`src/rtl/uart_pkg.sv`:
```
// uart_pkg -- shared UART definitions.
//   uart_rx_sm_t        : receiver state encoding (4-bit)
//   UART_DEFAULT_CLK_HZ : default clock frequency in Hz
//   UART_DEFAULT_BAUD   : default line bit rate
//   maj3()              : 2-of-3 majority vote helper
package uart_pkg;

  localparam int unsigned UART_DEFAULT_CLK_HZ = 79_500_000;
  localparam int unsigned UART_DEFAULT_BAUD   = 115_200;

  typedef enum logic [3:0] {
    SM_IDLE      = 4'd0,
    SM_START     = 4'd1,
    SM_DATA      = 4'd2,
    SM_STOP      = 4'd3,
    SM_WAIT_HIGH = 4'd4
  } uart_rx_sm_t;

  function automatic logic maj3(input logic a, input logic b, input logic c);
    return (a & b) | (a & c) | (b & c);
  endfunction

endpackage

```
`src/rtl/uart_bit_timer.sv`:
```
// uart_bit_timer -- free-running bit-period timer, 0..P_BIT-1 then wraps.
//   clk     : clock, rising edge
//   i_nrst  : asynchronous active-low reset (timer -> 0)
//   i_clear : force the timer to 0 on the next edge
//   o_half  : timer == P_HALF-1 (mid start bit)
//   o_term  : timer == P_BIT-1 (bit period elapsed)
module uart_bit_timer #(
  parameter int unsigned P_BIT  = 690,
  parameter int unsigned P_HALF = 345
) (
  input  logic clk,
  input  logic i_nrst,
  input  logic i_clear,
  output logic o_half,
  output logic o_term
);

  localparam int unsigned W = $clog2(P_BIT);
  localparam logic [W-1:0] LAST_CNT = W'(P_BIT - 1);
  localparam logic [W-1:0] HALF_CNT = W'(P_HALF - 1);

  logic [W-1:0] cnt_q, cnt_d;

  always_comb begin
    o_half = (cnt_q == HALF_CNT);
    o_term = (cnt_q == LAST_CNT);
    cnt_d  = cnt_q + W'(1);
    if (i_clear || o_term) begin
      cnt_d = '0;
    end
  end

  always_ff @(posedge clk or negedge i_nrst) begin
    if (!i_nrst) begin
      cnt_q <= '0;
    end else begin
      cnt_q <= cnt_d;
    end
  end

endmodule

```
`src/rtl/uart_byte_rx.sv`:
```
// uart_byte_rx -- 8N1 UART byte receiver with valid/ready output.
//   clk         : clock, rising edge
//   i_nrst      : asynchronous active-low reset
//   i_uart_rx   : asynchronous serial line, idle high
//   o_data      : last received byte
//   o_valid     : o_data holds an unconsumed byte
//   i_ready     : consumer accepts o_data when o_valid is 1
//   o_frame_err : one-cycle pulse when the stop bit is sampled low
//   o_overrun   : one-cycle pulse when a completed byte is dropped
// Build option: define UART_RX_MAJORITY_EN to take every sample as the
// 2-of-3 majority of the line over the sample cycle and the two before it.
module uart_byte_rx
  import uart_pkg::*;
#(
  parameter int unsigned P_CLK_HZ = UART_DEFAULT_CLK_HZ,
  parameter int unsigned P_BAUD   = UART_DEFAULT_BAUD
) (
  input  logic       clk,
  input  logic       i_nrst,
  input  logic       i_uart_rx,
  output logic [7:0] o_data,
  output logic       o_valid,
  input  logic       i_ready,
  output logic       o_frame_err,
  output logic       o_overrun
);

  localparam int unsigned P_BIT  = P_CLK_HZ / P_BAUD;
  localparam int unsigned P_HALF = P_BIT / 2;

  uart_rx_sm_t state_q, state_d;
  logic [2:0]  bitcnt_q, bitcnt_d;
  logic [7:0]  shift_q, shift_d;
  logic [7:0]  data_q, data_d;
  logic        valid_q, valid_d;
  logic        ferr_q, ferr_d;
  logic        ovr_q, ovr_d;
  logic        sync1_q, sync2_q;
  logic        line;
  logic        sample;
  logic        tmr_clear;
  logic        tmr_half;
  logic        tmr_term;
  logic        byte_done;

  // Two-flop synchronizer, idles high so reset does not look like a start bit.
  always_ff @(posedge clk or negedge i_nrst) begin
    if (!i_nrst) begin
      sync1_q <= 1'b1;
      sync2_q <= 1'b1;
    end else begin
      sync1_q <= i_uart_rx;
      sync2_q <= sync1_q;
    end
  end

  always_comb line = sync2_q;

`ifdef UART_RX_MAJORITY_EN
  logic hist1_q, hist2_q;

  always_ff @(posedge clk or negedge i_nrst) begin
    if (!i_nrst) begin
      hist1_q <= 1'b1;
      hist2_q <= 1'b1;
    end else begin
      hist1_q <= line;
      hist2_q <= hist1_q;
    end
  end

  always_comb sample = maj3(line, hist1_q, hist2_q);
`else
  always_comb sample = line;
`endif

  uart_bit_timer #(
    .P_BIT  (P_BIT),
    .P_HALF (P_HALF)
  ) u_bit_timer (
    .clk     (clk),
    .i_nrst  (i_nrst),
    .i_clear (tmr_clear),
    .o_half  (tmr_half),
    .o_term  (tmr_term)
  );

  // Next-state / datapath
  always_comb begin
    state_d   = state_q;
    bitcnt_d  = bitcnt_q;
    shift_d   = shift_q;
    tmr_clear = 1'b0;
    byte_done = 1'b0;
    ferr_d    = 1'b0;
    unique case (state_q)
      SM_IDLE: begin
        tmr_clear = 1'b1;
        if (!line) begin
          state_d = SM_START;
        end
      end
      SM_START: begin
        if (tmr_half) begin
          tmr_clear = 1'b1;
          if (sample) begin
            state_d = SM_IDLE;
          end else begin
            state_d  = SM_DATA;
            bitcnt_d = '0;
          end
        end
      end
      SM_DATA: begin
        if (tmr_term) begin
          shift_d  = {sample, shift_q[7:1]};
          bitcnt_d = bitcnt_q + 3'd1;
          if (bitcnt_q == 3'd7) begin
            state_d = SM_STOP;
          end
        end
      end
      SM_STOP: begin
        if (tmr_term) begin
          if (sample) begin
            byte_done = 1'b1;
            state_d   = SM_IDLE;
          end else begin
            ferr_d  = 1'b1;
            state_d = SM_WAIT_HIGH;
          end
        end
      end
      SM_WAIT_HIGH: begin
        tmr_clear = 1'b1;
        if (line) begin
          state_d = SM_IDLE;
        end
      end
      default: begin
        tmr_clear = 1'b1;
        state_d   = SM_IDLE;
      end
    endcase
  end

  // Output handshake: a completed byte replaces o_data only if the slot is
  // empty or being consumed this very cycle; otherwise it is dropped.
  always_comb begin
    data_d  = data_q;
    valid_d = valid_q;
    ovr_d   = 1'b0;
    if (valid_q && i_ready) begin
      valid_d = 1'b0;
    end
    if (byte_done) begin
      if (!valid_q || i_ready) begin
        data_d  = shift_q;
        valid_d = 1'b1;
      end else begin
        ovr_d = 1'b1;
      end
    end
  end

  always_ff @(posedge clk or negedge i_nrst) begin
    if (!i_nrst) begin
      state_q  <= SM_IDLE;
      bitcnt_q <= '0;
      shift_q  <= '0;
      data_q   <= '0;
      valid_q  <= 1'b0;
      ferr_q   <= 1'b0;
      ovr_q    <= 1'b0;
    end else begin
      state_q  <= state_d;
      bitcnt_q <= bitcnt_d;
      shift_q  <= shift_d;
      data_q   <= data_d;
      valid_q  <= valid_d;
      ferr_q   <= ferr_d;
      ovr_q    <= ovr_d;
    end
  end

  always_comb begin
    o_data      = data_q;
    o_valid     = valid_q;
    o_frame_err = ferr_q;
    o_overrun   = ovr_q;
  end

endmodule

```
`config.mk`:
```
export PLATFORM = sky130hd
export DESIGN_NAME = uart_byte_rx
export DESIGN_NICKNAME = d
export VERILOG_FILES = /design/src/rtl/uart_pkg.sv /design/src/rtl/uart_bit_timer.sv /design/src/rtl/uart_byte_rx.sv
export SDC_FILE = /design/constraint.sdc
export NUM_CORES = 1
export LEC_CHECK = 0
export ABC_AREA = 1
export CAP_MARGIN = 15
export CORE_UTILIZATION = 57
export CTS_BUF_LIST = sky130_fd_sc_hd__clkbuf_16
export CTS_CLUSTER_SIZE = 20
export DETAILED_ROUTE_END_ITERATION = 12
export GPL_ROUTABILITY_DRIVEN = 0
export PLACE_DENSITY = 0.91
export SETUP_SLACK_MARGIN = 0.02
export SYNTH_ARGS = -nofsm -noshare
export SYNTH_HDL_FRONTEND = slang
export SYNTH_HIERARCHICAL = 1
export SYNTH_SLANG_ARGS = --single-unit
```
`constraint.sdc`:
```
create_clock -name clk -period 1.9 [get_ports clk]
set_input_delay 0.285 -clock clk [delete_from_list [all_inputs] [get_ports clk]]
set_output_delay 0.285 -clock clk [all_outputs]
set_load 0.02 [all_outputs]
```
### Yosys cells after proc, flatten, opt, wreduce, memory -nomap -nowiden

Cells that the tools add are included.

| word-level totals | value |
|---|---|
| ROM bits | 0 |
| output and inout port bits | 11 |
| memories kept | 0 |
| word-level logic and storage cells | 64 |
| input port bits | 4 |
| register bits | 38 |
| bits in latches | 0 |
| RAM bits | 0 |

| operators by class | value |
|---|---|
| bitwise operators | 0 |
| reductions and logical operators | 11 |
| $add $sub $neg | 2 |
| multiply operators | 0 |
| shifts and indexed selects | 0 |
| equality and inequality tests | 14 |
| mux-type cells | 27 |
| magnitude comparators | 0 |
| div/mod/pow operators | 0 |

Operators with widths:

| kind | number |
|---|---|
| $mux W4 | 6 |
| $pmux W4 S5 | 1 |
| $ne A2 B2 Y1 const B | 7 |
| $mux W1 | 12 |
| $mux W3 | 4 |
| $add A10 B1 Y10 const B | 1 |
| $eq A10 B10 Y1 const B | 1 |
| $eq A10 B9 Y1 const B | 1 |
| $mux W10 | 1 |
| $eq A4 B2 Y1 const B | 2 |
| $pmux W3 S2 | 1 |
| $reduce_and A6 Y1 | 1 |
| $eq A4 B1 Y1 const B | 1 |
| $eq A4 B3 Y1 const B | 1 |
| $logic_not A4 Y1 | 1 |
| $reduce_and A2 Y1 | 2 |
| $reduce_and A4 Y1 | 1 |
| $add A3 B1 Y3 const B | 1 |
| $eq A3 B3 Y1 const B | 1 |
| $logic_or A1 B1 Y1 | 2 |
| $mux W2 | 1 |
| $pmux W1 S2 | 1 |
| $reduce_bool A2 Y1 | 1 |
| $reduce_or A2 Y1 | 1 |
| other kinds (2) | 2 |

### Depth between registers and ports, before layout

Gate-level depths: netlist of the first run.

| logic depth | value |
|---|---|
| depth in word-level cells | 5 |
| mapped depth | 12 |

### Hierarchy

Netlist of the first run, hierarchy kept.

Modules (own cells, without submodules):

| module | cells each | instances | area each (µm²) |
|---|---|---|---|
| uart_byte_rx | 126 | 1 | 1193.6 |
| uart_bit_timer | 78 | 1 | 628.1 |

### Worst setup path after synthesis of the first run

No wires, ideal clock.

| path | value |
|---|---|
| kind | flip-flop to flip-flop |
| start | reg u_bit_timer.cnt_q[1] |
| end | reg data_q[6], in the netlist o_data[6] |
| buffers on the path | 1 |
| data required time | 1783 ps |
| setup time | 117 ps |
| setup slack | 223 ps |
| arrival | 1560 ps |
| cell stages (with the launch flop) | 13 |
| path through | dfrtp_1 inv_1 ha_1 nand2_1 nor2_1 nand3_2 inv_1 nand2_1 nor3_4 nand2_4 buf_6 nand2_2 o21ai_2 |

| on the way | value |
|---|---|
| word-level cells in the longest chain between the ends | 4 |

Ends and longest elaborated chain:

| element | line | RTL |
|---|---|---|
| start, declared | uart_bit_timer.sv:22 | `logic [W-1:0] cnt_q, cnt_d;` |
| start signal, assigned | uart_bit_timer.sv:37 | `cnt_q <= cnt_d;` |
| $eq A10 B10 Y1 | uart_bit_timer.sv:26 | `o_term = (cnt_q == LAST_CNT);` |
| via tmr_term | uart_byte_rx.sv:43 | `logic tmr_term;` |
| $mux W1 | uart_byte_rx.sv:124 | `if (tmr_term) begin` |
| $mux W1 | uart_byte_rx.sv:96 | `unique case (state_q)` |
| $reduce_and A2 Y1 (no line) | n/a |  |
| end signal, assigned | uart_byte_rx.sv:179 | `data_q <= data_d;` |
| end, declared | uart_byte_rx.sv:34 | `logic [7:0] data_q, data_d;` |

The timed path passes the listed nets, and every way through them passes these cells.
A chain may end at the register's enable or synchronous reset.

### Final worst setup path of the first run

| path | value |
|---|---|
| start | reg u_bit_timer.cnt_q[1] |
| end | reg data_q[7], in the netlist o_data[7] |

The elaborated chain is that of the path after synthesis.

==> metrics, run 1 <==
status=completed; setup TNS=0 ps; Syn Inst Count=204; Die H=58.54 µm; CP required=2070 ps; Most Crowded Layer GR=met2; Via Count=1400; met1 usage=25.22%; Reg2Reg Setup Slack=100 ps; per-cell routed wire length=12.58 µm; R2R Path End=o_data[7]; R2R Path Start=u_bit_timer/cnt_q[1]; post-synth top area cell=dfrtp_1; Fin. Hold Viols=0; site row count=20; antenna-violating nets left=0; ANT cells=0; synth warn=6; total CTS buffers=5; Crit path buffers/inverters=2; Syn Nets=213; final wirelength=about 3.4 mm; Net Sw Power=318.4 µW; GR Util met2=34.15%; Clock Power Share=52.6%; H-tree depth=2; count leader, synth=nand2_1; Comb power frac=1.4%; delay-heaviest family, CP=simple AND/OR/NAND/NOR gates; Post-Place Cells=261; number of global-route vias before repair=1293; reg2reg path depth=11; GRT overflow=0; slowest stage delay, CP=410 ps; Slew @ Worst Pin=451.5 ps; detailed placer's ending HPWL=2.122 mm; pre-CTS setup slack=107.6 ps; Max-Cap Viols=0; power density over the cells=775.4 mW/mm²; crit path max-delay cell type=dfrtp_2; synth cell count leaders=nand2_1 (54), dfrtp_1 (35), inv_1 (25), nor2_1 (22); top cell type's share of synthesized area=between 40 and 50%; First-pass DRT Iterations=4; crit share post-route=approximately 95%; CP Capture Type=flip-flop; # nets final=237; type of the worst min-delay path=in2async; Post-Syn Area per Cell=8.930 µm²; Peak VDD IR=0.0007541 V; Final Util=72.91%; met3 global-route usage=about 7.3%; number of flops mapped to enable cells by yosys=0; final setup vio count=0; Worst Slack Setup Final=96.96 ps; root buf cell=clkbuf_16; most frequent CP cell=nand2_2; relative slew slack=69.90%; CP Cell Sequence=inv_2 > ha_4 > nand2_2 > nor2_2 > nand3_2 > inv_2 > nand2_2 > nor3_4 > nand2_4 > nand2_2 > o21ai_2; asr flop ratio synth=100.0%; area grow syn2layout=22.18%; Post-Syn Area=between 0.0015 and 0.002 mm²; layout cells sized above 1=24.12%; largest net degree at the start of global routing=38; Flop pwr share=between 40% and 50%; Netlist cell types=29; total track usage=21.25%; first-pass GRT wire length=between 5 and 6 mm; Pwr Total=roughly 1.7 mW; DR iter-0 viols=82; critical path class=reg2reg; CTS tree=built; Via density=just over 5; fmax=554.6 MHz; Post-Layout Cell Count=272; largest cells by area after synthesis=dfrtp_1 (48%), nand2_1 (11%), inv_1 (5.2%); CTS max path bufs=2; Synth Flop Type=dfrtp_1; P_leak=0.9973 nW; clk_lat worst skew=280 ps; IO buf count=14; Clock Skews=4.535 ps; die width=58.54 µm; register area share after synthesis=50.96%; net switching share of the total power=18.45%; clock-pin slew on the worst setup and hold paths=50 ps; crit path max fanout=8; DIE AREA=0.003426 mm²; startpoint types=flip-flop; Critical Path AT=1970 ps; CTS sink cnt=37; P_int=1.407 mW; initial antenna violation count=0; Final Slew Violations=0; IO Count=15; Yosys reg bits=37; initial cell density of the core=59.67%; DRC=0; Tmin final=1803 ps; core region area=0.003053 mm²
area by class of cell:
cell class,instances,area [µm²]
timing repair buffer,20,180.2
sequential,37,930.9
multi-input combinational,137,798.3
inverter,27,101.3
fill,213,827.0
clock buffer,5,125.1
tap,44,55.05
clock inverter,2,35.03
flip-flops by register name, indices dropped and copies added, names as in the netlist:
signal,count
u_bit_timer/cnt_q,10
o_data,8
shift_q,8
bitcnt_q,3
state_q,3
line,1
o_frame_err,1
o_overrun,1
o_valid,1
sync1_q,1
kinds of logic after synthesis:
group           count (synthesis)  synth area share [%]
simple gates                  107                 28.78
xor+xnor                        5                 2.404
fa+ha+maj                       5                 3.434
compound gates                 19                 6.937
flops                          37                 50.96
buf+inv                        31                 7.486
metal layers:
metal	vias up	part of all wire, %
li1	681	-
met1	667	45
met2	39	46
met3	13	4.9
met4	0	3.2
met5	-	0
worst max path at each step:
stage / end / start / cells after the start
after detailed placement: o_data[3] / u_bit_timer/cnt_q[1] / 11
after floorplan: o_data[6] / u_bit_timer/cnt_q[1] / 12
after global placement: o_data[5] / u_bit_timer/cnt_q[1] / 11
after CTS: o_data[2] / u_bit_timer/cnt_q[1] / 11
final: o_data[7] / u_bit_timer/cnt_q[1] / 11
after global routing: o_data[7] / u_bit_timer/cnt_q[1] / 11
stage by stage:
step,instance area (µm²),hold WS [ps]
final,2226,34.20
after global routing,2226,81.73
after CTS,2160,50.53
after detailed placement,1999,350.4
after global placement,1999,346.7
after floorplan,1822,-10.59
placed cells by master, fill, tap and decap left out, drive strengths merged, types with 5 or more instances in the layout:
cell type / Yosys / layout
ha: 5 / 5
clkbuf: 0 / 5
nand3: 13 / 13
nand2: 60 / 61
nor2: 27 / 27
clkdlybuf4s50: 0 / 13
o21ai: 17 / 17
dfrtp: 35 / 35
inv: 27 / 27
buf: 4 / 7
power by group through the flow:
stage | clock network (mW) | logic [mW] | registers, mW
after detailed placement | 0 | 0.0254 | 0.808
after global placement | 0 | 0.0255 | 0.808
after CTS | 0.924 | 0.0254 | 0.794
final | 0.907 | 0.0240 | 0.795
after floorplan | 0 | 0.00306 | 0.807
after global routing | 0.953 | 0.0287 | 0.794
repair_timing:
item                                    in CTS  in global routing
hold buffers                                 0                  0
setup buffers                                0                  3
endpoints found under the setup margin       0                  9
resized for setup                            0                 14
Note: power is estimated with default switching activity, not from simulation.
==> run 2, diff against run 1 <==
--- a/config.mk
+++ b/config.mk
@@ -12,9 +12,9 @@
 export CTS_CLUSTER_SIZE = 20
 export DETAILED_ROUTE_END_ITERATION = 12
 export GPL_ROUTABILITY_DRIVEN = 0
-export PLACE_DENSITY = 0.91
+export PLACE_DENSITY = 0.9
 export SETUP_SLACK_MARGIN = 0.02
 export SYNTH_ARGS = -nofsm -noshare
 export SYNTH_HDL_FRONTEND = slang
-export SYNTH_HIERARCHICAL = 1
 export SYNTH_SLANG_ARGS = --single-unit
+export TNS_END_PERCENT = 5
==> run 2 against run 1 <==
Sequential power is essentially flat. Critical path type unchanged. Clock skew shrank 1.4 ps. Fmax grew 6.0%. Largest cell class unchanged. Combinational power grew 3%.
==> metrics, run 2 <==
number of flops mapped to enable cells by yosys=0; Via Count=~1500; layout cells sized above 1=8.571%; status=completed; Post-Synth Adder-Cell Area=3.383%; Compound-Gate Fraction of Synth Area=1.759%; initial cell density of the core=60.08%; Most flops, register=u_bit_timer.cnt_q; GRT overflow=0; area grow syn2layout=16.10%; fmax=587.6 MHz; Via density=5.170; RSZ-0062 raised after global routing=no; ANT cells=0; Net Sw Power=326.6 µW; H-tree depth=2; Tmin final=1702 ps; synth cell count leaders=nand2_1 (77), dfrtp_1 (35), nor2_1 (28), inv_1 (26); max FFs per register=10; Syn Nets=236; Yosys reg bits=37; DRC=0; top cell type's share of synthesized area=47.36%; Synth Area in XOR/XNOR=2.368%; Pwr Total=1.604 mW; most common cell after layout, fill and taps aside=nand2_1; CTS sink cnt=37; most frequent CP cell=nand2_1; initial antenna violation count=0; Clock Skews=3.165 ps; total track usage=23.60%; crit share post-route=89.57%; Max-Cap Viols=0; Post-Syn Area per Cell=8.147 µm²; P_leak=1.116 nW; setup TNS=0 ps; asr flop ratio synth=100.0%; Synth Flop Type=dfrtp_1; critical path class=reg2reg; relative slew slack=48.07%; largest net degree at the start of global routing=38; most frequent cells in the layout=nand2_1 (77), dfrtp_1 (35), nor2_1 (28); largest family of logic cells by synthesized area=simple AND/OR/NAND/NOR gates; DIE AREA=0.003476 mm²; site row count=20; post-synth top area cell=dfrtp_1; CTS max path bufs=2; CP required=2070 ps; root buf cell=clkbuf_16; crit path max fanout=12; final setup vio count=0; largest cells by area after synthesis=dfrtp_1 (47%), nand2_1 (16%), nor2_1 (5.7%); net switching share of the total power=20.36%; mux cell area share after synthesis=0%; count leader, synth=nand2_1; Syn Inst Count=about 230; antenna-violating nets left=0; core region area=0.003078 mm²; die width=approximately 60 µm; IO Count=15; delay-heaviest family, CP=simple AND/OR/NAND/NOR gates; power density over the cells=747.1 mW/mm²; detailed placer's ending HPWL=between 2 and 2.5 mm; First-pass DRT Iterations=5; first-pass GRT wire length=around 6.0 mm; Slew @ Worst Pin=779.0 ps; Clock Power Share=48.9%; startpoint types=flip-flop; # nets final=253; Simple-Gate Fraction of Synth Area=between 30 and 40%; P_int=1.278 mW; CP Capture Type=flip-flop; Comb power frac=around 1.5%; Critical Path AT=1870 ps; Peak VDD IR=0.0005360 V; Flop pwr share=49.5%; Netlist cell types=22; slowest stage delay, CP=just over 400 ps; Post-Syn Area=between 0.0015 and 0.002 mm²; register area share after synthesis=50.20%; crit path max-delay cell type=dfrtp_1; CTS tree=built; Fin. Hold Viols=0; DR iter-0 viols=103; CP Cell Sequence=inv_1 > ha_1 > nand2_1 > nor2_1 > nand3_2 > inv_4 > nand2_2 > nand3_1 > nand2_1; Die H=58.96 µm; per-cell routed wire length=~12 µm; type of the worst min-delay path=in2async; clock-pin slew on the worst setup and hold paths=50 ps; final wirelength=between 3 and 4 mm; clk_lat worst skew=280 ps; total CTS buffers=5; Hold-fix buffers, CTS=0; synth warn=0; Final Slew Violations=0; number of global-route vias before repair=1373; IO buf count=14; Crit path buffers/inverters=2
## run 2: changes by cell type after synthesis, moves of 2 or more
cell | previous run | this run
nand2_1 | 54 | 77
nand4_1 | 2 | 13
o21ai_0 | 10 | 3
nor2_1 | 22 | 28
nor3_1 | 0 | 5
o21ai_2 | 7 | 2
nand2_4 | 3 | 0
nand3_1 | 10 | 13
nor2_2 | 3 | 1
nor2_4 | 2 | 0
## run 2: what timing repair did
| item | CTS | global route |
|---|---|---|
| hold endpoints to repair | 0 | 0 |
| setup endpoints to repair | 0 | 5 |
| gates resized for setup | 0 | 1 |
| buffers inserted | 0 | 0 |
## run 2: final cells by class
type,count,area (µm²)
flip-flops and latches,37,928.4
multi-input cells,158,778.2
fillers,224,930.9
repair buffers,14,135.1
well taps,44,55.05
clock inverters,3,17.52
clock buffers,5,125.1
inverters,28,107.6
## run 2: final timing paths
check	start	endpoint	slack, ps	depth (start not counted)
min	i_nrst	u_bit_timer.cnt_q[7]	80	1
max in group asynchronous	i_nrst	state_q[2]	1320	1
min in group clk	sync1_q	line	360	0
min reg2reg	sync1_q	line	360	0
max	u_bit_timer.cnt_q[1]	bitcnt_q[1]	200	9
max reg2reg	u_bit_timer.cnt_q[1]	bitcnt_q[1]	200	9
## run 2: through the flow
stage / worst slack (ps) / instance area [µm²] / hold slack (ps) / instances / util, %
2_1_floorplan: 449.4 / 1849 / -10.59 / 227 / -
3_3_place_gp: 265.1 / 2002 / 346.7 / 281 / 65.04
3_5_place_dp: 173.2 / 2002 / 348.2 / 281 / 65.04
4_1_cts: 139.8 / 2145 / 112.2 / 289 / 69.67
5_1_grt: 55.72 / 2147 / 160.4 / 289 / 69.76
6_report: 198.2 / 2147 / 83.99 / 289 / 69.76
## run 2: power by group through the flow
| stage | Sequential (mW) | Combinational, mW | Clock [mW] |
|---|---|---|---|
| global route | 0.794 | 0.0294 | 0.827 |
| CTS | 0.794 | 0.0262 | 0.798 |
| detailed placement | 0.808 | 0.0256 | 0 |
| finish | 0.794 | 0.0248 | 0.785 |
| global placement | 0.808 | 0.0248 | 0 |
| floorplan | 0.807 | 0.00470 | 0 |
## run 2: cells by family (layout without fill, tap and decap cells)
group	Yosys count	in the layout
compound gates	5	5
xor+xnor	5	5
fa+ha+maj	5	5
buf+inv	32	50
flops	37	37
simple gates	143	143
## run 2: routing by layer
layer	track usage [%]	wire length, µm	vias up
li1	-	-	744
met1	29.64	1540	687
met2	37.82	1593	59
met3	7.473	212	4
met4	9.524	36	0
met5	0	0	-
==> run 3, diff against run 2 <==
--- a/config.mk
+++ b/config.mk
@@ -7,12 +7,12 @@
 export LEC_CHECK = 0
 export ABC_AREA = 1
 export CAP_MARGIN = 15
-export CORE_UTILIZATION = 57
+export CORE_UTILIZATION = 35
 export CTS_BUF_LIST = sky130_fd_sc_hd__clkbuf_16
 export CTS_CLUSTER_SIZE = 20
 export DETAILED_ROUTE_END_ITERATION = 12
 export GPL_ROUTABILITY_DRIVEN = 0
-export PLACE_DENSITY = 0.9
+export PLACE_DENSITY = 0.65
 export SETUP_SLACK_MARGIN = 0.02
 export SYNTH_ARGS = -nofsm -noshare
 export SYNTH_HDL_FRONTEND = slang
==> run 3 against run 2 <==
Die area rose by 60%. Combinational power rose by 5%. Critical path type unchanged. Largest cell class unchanged. Clock power fell by 2%. Register-to-register slack barely moved. Largest power group unchanged. Clock skew barely moved. Total power fell by 0.90%.
==> metrics, run 3 (synthesis gave the netlist of run 2 again) <==
status=completed; Worst Slack Setup Final=205.0 ps; largest net degree at the start of global routing=38; critical path class=reg2reg; Tmin final=around 1700 ps; clk_lat worst skew=270 ps; # nets final=approximately 250; type of the worst min-delay path=in2async; Clock Skews=2.897 ps; Flop pwr share=50.0%; Post-Layout Cell Count=roughly 320; relative slew slack=69.87%; fmax=590.0 MHz; most common cell after layout, fill and taps aside=nand2_1; Max-Cap Viols=0; max FFs per register=10; detailed placer's ending HPWL=approximately 2.5 mm; crit share post-route=89.21%; Hold Slack=between 40 and 50 ps; Hold-fix buffers, CTS=0; most frequent CP cell=nand2_1; Net Sw Power=315.1 µW; R2R Path Start=u_bit_timer.cnt_q[0]; core region area=roughly 0.005 mm²; most frequent cells in the layout=nand2_1 (77), dfrtp_1 (35), nor2_1 (28); root buf cell=clkbuf_16; IO buf count=14; Fin. Hold Viols=0; final wirelength=3.387 mm; DRC=0; First-pass DRT Iterations=4; Peak VDD IR=between 0.0004 and 0.0005 V; Via Count=1438; clock-pin slew on the worst setup and hold paths=50 ps; CTS sink cnt=37; startpoint types=flip-flop; power density over the cells=727.7 mW/mm²; crit path from=u_bit_timer.cnt_q[0]; Comb power frac=1.6%; layout cells sized above 1=8.130%; initial antenna violation count=0; total track usage=between 10% and 20%; crit path max-delay cell type=dfrtp_1; P_leak=~1.1 nW; GRT overflow=0; Crit path buffers/inverters=1; setup TNS=0 ps; Critical Path AT=~1900 ps; H-tree depth=2; area grow syn2layout=18.13%; per-cell routed wire length=about 11 µm; P_int=1.275 mW; Final Slew Violations=0; CP required=2060 ps; ANT cells=0; CP Capture Type=flip-flop; Pwr Total=about 1.6 mW; IO Count=15; DR iter-0 viols=70; initial cell density of the core=36.21%; Die H=74.69 µm; delay-heaviest family, CP=simple AND/OR/NAND/NOR gates; crit path max fanout=12; total CTS buffers=5; RSZ-0062 raised after global routing=no; CP Cell Sequence=ha_1 > nand2_1 > nor2_1 > nand3_2 > inv_4 > nand2_2 > nand3_1 > nand2_1; first-pass GRT wire length=5.775 mm; pre-CTS setup slack=~170 ps; CTS tree=built; DIE AREA=0.005579 mm²; site row count=26; slowest stage delay, CP=450 ps; net switching share of the total power=19.82%; number of global-route vias before repair=1269; Via density=roughly 4.6; Post-Place Cells=between 300 and 400; CTS max path bufs=2; antenna-violating nets left=0; Clock Power Share=48.4%; Slew @ Worst Pin=roughly 450 ps; die width=~75 µm; final setup vio count=0; Most flops, register=u_bit_timer.cnt_q
==> run 3: cell count changes in the layout (fill, tap and decap cells not counted), sizes merged <==
cell	delta
clkinv	-1
clkbuf	+1
inv	+1
==> run 3: cell type report <==
cell class	instances	area (µm²)
clock buffer	5	125.1
clock inverter	3	15.01
fill	532	2923
inverter	28	107.6
multi-input combinational	158	778.2
sequential	37	928.4
tap	70	87.58
timing repair buffer	15	142.6
==> run 3: per-layer routing <==
metal / up-vias / share of wire, % / global-route usage [%]
met5: - / 0 / 0
met4: 0 / 1.6 / 5.660
met3: 4 / 2.0 / 3.614
met2: 16 / 47 / 21.62
met1: 674 / 49 / 18.38
li1: 744 / - / -
==> run 3: timing repair <==
item | CTS | global route
resized for setup | 0 | 1
hold endpoints to repair | 0 | 0
buffers inserted | 0 | 0
setup endpoints to repair | 0 | 8
==> run 3: worst reg2reg max path, delay by kind of cell (launching register included) <==
kind | cells | cell delay (ps)
and+or+nand+nor | 6 | 760
buffers and inverters | 1 | 160
DFF | 1 | 450
adders and majority gates | 1 | 210
==> run 3: final timing paths <==
check,endpoint,slack (ps),cells past startpoint
worst max-delay path,bitcnt_q[2],200,8
worst min-delay path,o_data[3],40,2
worst max register to register,bitcnt_q[2],200,8
worst min register to register,line,350,0
max in group asynchronous,sync1_q,1510,2
min in group clk,line,350,0
==> run 3: per-stage QoR <==
step	area [µm²]	utilization (%)
2_1_floorplan	1849	-
3_3_place_gp	2042	39.98
3_5_place_dp	2042	39.98
4_1_cts	2182	42.72
5_1_grt	2185	42.77
6_report	2185	42.77
==> run 3: power groups by stage <==
stage	registers, mW	logic [mW]	clock network, mW
finish	0.794	0.0260	0.770
global route	0.794	0.0309	0.819
CTS	0.794	0.0275	0.788
detailed placement	0.808	0.0275	0
global placement	0.808	0.0276	0
floorplan	0.807	0.00470	0
